File: config.mk
export PLATFORM = sky130hd
export DESIGN_NAME = geo_pixel_rmw
export DESIGN_NICKNAME = d
export VERILOG_FILES = /design/src/rtl/geo_pixel_rmw.sv
export SDC_FILE = /design/constraint.sdc
export NUM_CORES = 1
export LEC_CHECK = 0
export CORE_MARGIN = 3
export CORE_UTILIZATION = 46
export DETAILED_ROUTE_END_ITERATION = 8
export PLACE_DENSITY = 0.8
export SETUP_SLACK_MARGIN = 0.4
export SLEW_MARGIN = 20
export SYNTH_ARGS = -nofsm -noshare
export SYNTH_HDL_FRONTEND = slang
export SYNTH_SLANG_ARGS = --single-unit
File: constraint.sdc
create_clock -name clk -period 2.96 [get_ports clk]
set_input_delay 0.592 -clock clk [delete_from_list [all_inputs] [get_ports clk]]
set_output_delay 0.592 -clock clk [all_outputs]
set_load 0.03 [all_outputs]
File: src/rtl/geo_pixel_rmw.sv
// geo_pixel_rmw: read-modify-write pixel engine on the mux geometry port.
// Define GEO_PIXEL_RMW_COALESCE_EN to hold a dirty word and merge same-address pixels.
module geo_pixel_rmw #(
  parameter int RD_TIMEOUT = 15,
  parameter int FLUSH_IDLE = 7
) (
  input  logic        clk,
  input  logic        reset,
  input  logic        cmd_valid,
  output logic        cmd_ready,
  input  logic [19:0] cmd_addr,
  input  logic [3:0]  cmd_bit,
  input  logic [1:0]  cmd_bpp,
  input  logic [7:0]  cmd_color,
  input  logic        cmd_flush,
  output logic        geo_rd_req_a,
  output logic        geo_wr_ena,
  output logic [19:0] address_geo,
  output logic [15:0] data_in_geo,
  input  logic        geo_rd_rdy_a,
  input  logic [15:0] data_out_geo,
  input  logic        geo_port_full,
  output logic        busy,
  output logic        err_timeout
);

  typedef enum logic [2:0] {
    IDLE,
    RD,
    WAIT,
    WR,
    HOLD
  } state_t;

  localparam logic [3:0] TO_LAST = 4'(RD_TIMEOUT - 1);

  state_t      st;
  state_t      nxt;
  logic [3:0]  to_cnt;
  logic [19:0] c_addr;
  logic [3:0]  c_bit;
  logic [1:0]  c_bpp;
  logic [7:0]  c_color;
  logic        pend;
  logic        to_hit;
  logic        rd_req;
  logic        wr_req;
  logic        ready;

  // Pixel field is aligned down to its own width inside the word.
  function automatic logic [15:0] merge(
    input logic [15:0] w,
    input logic [3:0]  b,
    input logic [1:0]  bpp,
    input logic [7:0]  c
  );
    logic [3:0]  width;
    logic [3:0]  s;
    logic [15:0] lo;
    logic [15:0] m;
    logic [15:0] v;
    width = 4'd1 << bpp;
    s     = b & ~(width - 4'd1);
    lo    = (16'd1 << width) - 16'd1;
    m     = lo << s;
    v     = ({8'd0, c} & lo) << s;
    return (w & ~m) | v;
  endfunction

  assign to_hit = (to_cnt == TO_LAST);

`ifdef GEO_PIXEL_RMW_COALESCE_EN
  localparam logic [7:0] IDLE_LAST = 8'(FLUSH_IDLE - 1);

  logic [7:0] idle_cnt;
  logic       same_addr;
  logic       idle_hit;

  assign same_addr = (cmd_addr == address_geo);
  assign idle_hit  = (idle_cnt == IDLE_LAST);
`else
  logic [8:0] unused_cfg;

  assign unused_cfg = {cmd_flush, 8'(FLUSH_IDLE)};
`endif

  always_comb begin
    nxt    = st;
    rd_req = 1'b0;
    wr_req = 1'b0;
    ready  = 1'b0;
    unique case (st)
      IDLE: begin
        ready = 1'b1;
        if (cmd_valid) nxt = RD;
      end
      RD: begin
        if (!geo_port_full) begin
          rd_req = 1'b1;
          nxt    = WAIT;
        end
      end
      WAIT: begin
        if (geo_rd_rdy_a) begin
`ifdef GEO_PIXEL_RMW_COALESCE_EN
          nxt = HOLD;
`else
          nxt = WR;
`endif
        end else if (to_hit) begin
          nxt = IDLE;
        end
      end
      WR: begin
        if (!geo_port_full) begin
          wr_req = 1'b1;
          nxt    = pend ? RD : IDLE;
        end
      end
`ifdef GEO_PIXEL_RMW_COALESCE_EN
      HOLD: begin
        ready = 1'b1;
        if (cmd_valid) begin
          if (!same_addr || cmd_flush) nxt = WR;
        end else if (idle_hit) begin
          nxt = WR;
        end
      end
`endif
      default: nxt = IDLE;
    endcase
  end

  always_ff @(posedge clk) begin
    if (!reset) begin
      st          <= IDLE;
      to_cnt      <= 4'd0;
      c_addr      <= 20'd0;
      c_bit       <= 4'd0;
      c_bpp       <= 2'd0;
      c_color     <= 8'd0;
      pend        <= 1'b0;
      address_geo <= 20'd0;
      data_in_geo <= 16'd0;
      err_timeout <= 1'b0;
`ifdef GEO_PIXEL_RMW_COALESCE_EN
      idle_cnt    <= 8'd0;
`endif
    end else begin
      st <= nxt;
      unique case (st)
        IDLE: begin
          if (cmd_valid) begin
            c_addr      <= cmd_addr;
            c_bit       <= cmd_bit;
            c_bpp       <= cmd_bpp;
            c_color     <= cmd_color;
            address_geo <= cmd_addr;
          end
        end
        RD: to_cnt <= 4'd0;
        WAIT: begin
          if (geo_rd_rdy_a) begin
            data_in_geo <= merge(data_out_geo, c_bit, c_bpp, c_color);
`ifdef GEO_PIXEL_RMW_COALESCE_EN
            idle_cnt    <= 8'd0;
`endif
          end else if (to_hit) begin
            err_timeout <= 1'b1;
          end else begin
            to_cnt <= to_cnt + 4'd1;
          end
        end
        WR: begin
          if (!geo_port_full) begin
            pend <= 1'b0;
            if (pend) address_geo <= c_addr;
          end
        end
`ifdef GEO_PIXEL_RMW_COALESCE_EN
        HOLD: begin
          if (cmd_valid) begin
            idle_cnt <= 8'd0;
            if (same_addr) begin
              data_in_geo <= merge(data_in_geo, cmd_bit, cmd_bpp, cmd_color);
            end else begin
              c_addr  <= cmd_addr;
              c_bit   <= cmd_bit;
              c_bpp   <= cmd_bpp;
              c_color <= cmd_color;
              pend    <= 1'b1;
            end
          end else begin
            idle_cnt <= idle_cnt + 8'd1;
          end
        end
`endif
        default: ;
      endcase
    end
  end

  assign cmd_ready    = ready;
  assign geo_rd_req_a = rd_req;
  assign geo_wr_ena   = wr_req;
  assign busy         = (st != IDLE);

endmodule

==> results.toml <==
[sta]
setup-tns-final_ns = 0
rsz0062_at_grt = "false"
min_period_over_period_pct = 79.20
slew_headroom_pct = 57.31
slew_viol_final = 0
setup_violations = 0
tightest_slew_ns = 0.6397
final.min_clock_period_ns = 2.344
worst_slack_ns = 0.6157
worst_hold_slack_ns = 0.4572
max_freq_ghz = 0.4266
final_hold_viol_count = 0
fin_worst_skew_ns = 0.009981

[die]
io_pins = 97
die_w_um = 86.07
coreArea_um2 = 6061
die_height_um = 86.07
die-area_um2 = 7408
placementRows = 28
start_util_pct = 48.66

[setup_path]
arrival_ns = 1.75
slowest_stage = "dlygate4sd2_1"
rr_worst_depth = 8
end_kind = "output port"
crit_type = "in2out"
cp.depth = 4
start_kind = "primary input"
path_delay_family = "buffers and inverters"
critical_path.max_stage_delay_ns = 0.42
required_ns = 2.37
crit_path_max_fanout = 4
crit_chain = "clkdlybuf4s50_1 -> nand2b_1 -> nor2_1 -> dlygate4sd2_1"
path_buf_inv = 2

[final_layout]
final_cell_mix = "93 x clkdlybuf4s50_1, 90 x nand2_1, 57 x a21oi_1, 57 x dfxtp_1, 20 x o21ai_0"
mostFrequentLayoutCell = "clkdlybuf4s50_1"
area_delta_synth_final_pct = 39.58
drive_above_1_share_pct = 7.431
nets = 525
stdcell_area_um2 = 4116
diodes = 0
layoutNonFillerInstCount = 546

[status]
run_status = "finished clean"

[placement]
dp_hpwl_um = 5994
placed_area_um2 = 3897
dp_cells = 530
port_buffers = 95
finalWeightedCongestion = 0.9203
place_ws_ns = 0.3390

[synthesis]
ys_seq_area_share_pct = 38.69
yosys_warnings = 0
ys_top_cells_by_area = "dfxtp_1 39%, nand2_1 12%, a21oi_1 9.7%"
netlist_instances = 382
synth_edf_count = 0
syn_area_um2 = 2949
synth_cell_types = 57
async_reset_ff_share_pct = 0
ys_seq_elements = 57
synthDominantCellAreaShare_pct = 38.69
synth_ff_type = "dfxtp_1"
synth_area_per_cell_um2 = 7.720
synth_top_cell_by_area = "dfxtp_1"
synthesis.nets = 441

[hold_path]
whs_path_depth = 2
worstHoldPathType = "reg2reg"

[clock_network]
cts_buffers = 9
cts_setup_buffers = 0
clk_pin_slew_ns = 0.06
clk_latency_ns = 0.34
cts_hold_buf = 0
htreeDepth = 3
cts.sinks = 57
clock_path_buffers = 2
root_buffer = "clkbuf_8"
cts_tree = "done"

[route]
drcViolationCount = 0
wl_per_cell_um = 15.58
drt_iter0_drc = 421
dr.pass1.iters = 6
wl_um = 8508
route.antenna.remaining_nets = 0
via_per_inst = 5.722
vias = 3124

[global_routing]
grt_pass1_wl_um = 13790
gr-total-overflow = 0
antenna_found_initial = 0
grt_use_total_pct = 23.40
grt_max_degree = 35
grt_pass1_vias = 2935

[power]
p_leak_nw = 1.501
peakVddDrop_uv = 391.4
power_density_nw_per_um2 = 510.7

[flow_run]
maxCapViolations = 0
[sequential cells by signal, indices dropped and copies added, names as in the netlist]
| name | flops |
|---|---|
| st | 2 |
| c_bit | 4 |
| data_in_geo | 16 |
| address_geo | 20 |
| c_color | 8 |
| err_timeout | 1 |
| c_bpp | 2 |
| to_cnt | 4 |
[cells in the mapped netlist (all sizes together) (2+ instances only)]
cell type  number
nand2          91
a21oi          58
dfxtp          57
o21ai          20
buf            16
a31oi          15
clkbuf         15
nor2           11
inv             8
nand3           8
o31ai           8
nand2b          6
nor3            6
and2            5
mux2i           5
o21a            4
a211oi          3
ha              3
o211ai          3
a32oi           2
nand4           2
nor2b           2
nor3b           2
o211a           2
o22ai           2
o311ai          2
xor2            2
[cells by family after synthesis]
group | share of synthesized area, %
compound gates | 28.38
mux | 2.079
flops | 38.69
buf+inv | 7.127
fa+ha+maj | 1.273
simple gates | 21.55
xor+xnor | 0.8911
[worst register-to-register path, stage by stage (launching register included)]
cell      delay, ns
dfxtp_1        0.49
nor2_1         0.09
ha_1           0.40
and2_1         0.36
buf_4          0.24
a21oi_2        0.05
a22oi_2        0.30
a311oi_1       0.14
a21oi_1        0.17
[routing by layer]
metal	GRT usage [%]	part of all wire, %
met5	0	0
met4	10.22	2.5
met3	8.261	8.1
met2	37.07	48
met1	28.55	42
[repair_timing]
action / CTS / global route
resized for setup: 1 / 2
pin swaps: 0 / 0
endpoints found under the setup margin: 1 / 2
[worst paths after layout]
check	start	to	slack [ns]
max	geo_port_full	geo_rd_req_a	0.62
min	address_geo[14]$_SDFFE_PN0P_	address_geo[14]$_SDFFE_PN0P_	0.46
min reg2reg	address_geo[14]$_SDFFE_PN0P_	address_geo[14]$_SDFFE_PN0P_	0.46
max reg2reg	c_bpp[0]$_SDFFE_PN0P_	data_in_geo[7]$_SDFFE_PN0P_	0.66
[report_power, final]
part	internal [W]	total, W	switching (W)
combinational	0.000203	0.000460	0.000257
clock	0.000456	0.000790	0.000334
sequential	0.000810	0.000851	0.0000412
total	0.00147	0.00210	0.000633
[cell type report]
type,count,area [um^2]
Clock buffer,12,165.2
Clock inverter,4,50.05
Tap cell,75,93.84
Timing Repair Buffer,104,1032
Sequential cell,57,1141
Fill cell,514,1944
Inverter,9,33.78
Multi-Input combinational cell,285,1600
[stage by stage]
stage	total power (W)	utilization [%]
6_report	0.002102	67.92
5_1_grt	0.002195	67.92
4_1_cts	0.002109	67.84
3_5_place_dp	0.001324	64.31
3_3_place_gp	0.001314	64.31
2_1_floorplan	0.001140	-
Note: power is estimated with default switching activity, not from simulation.
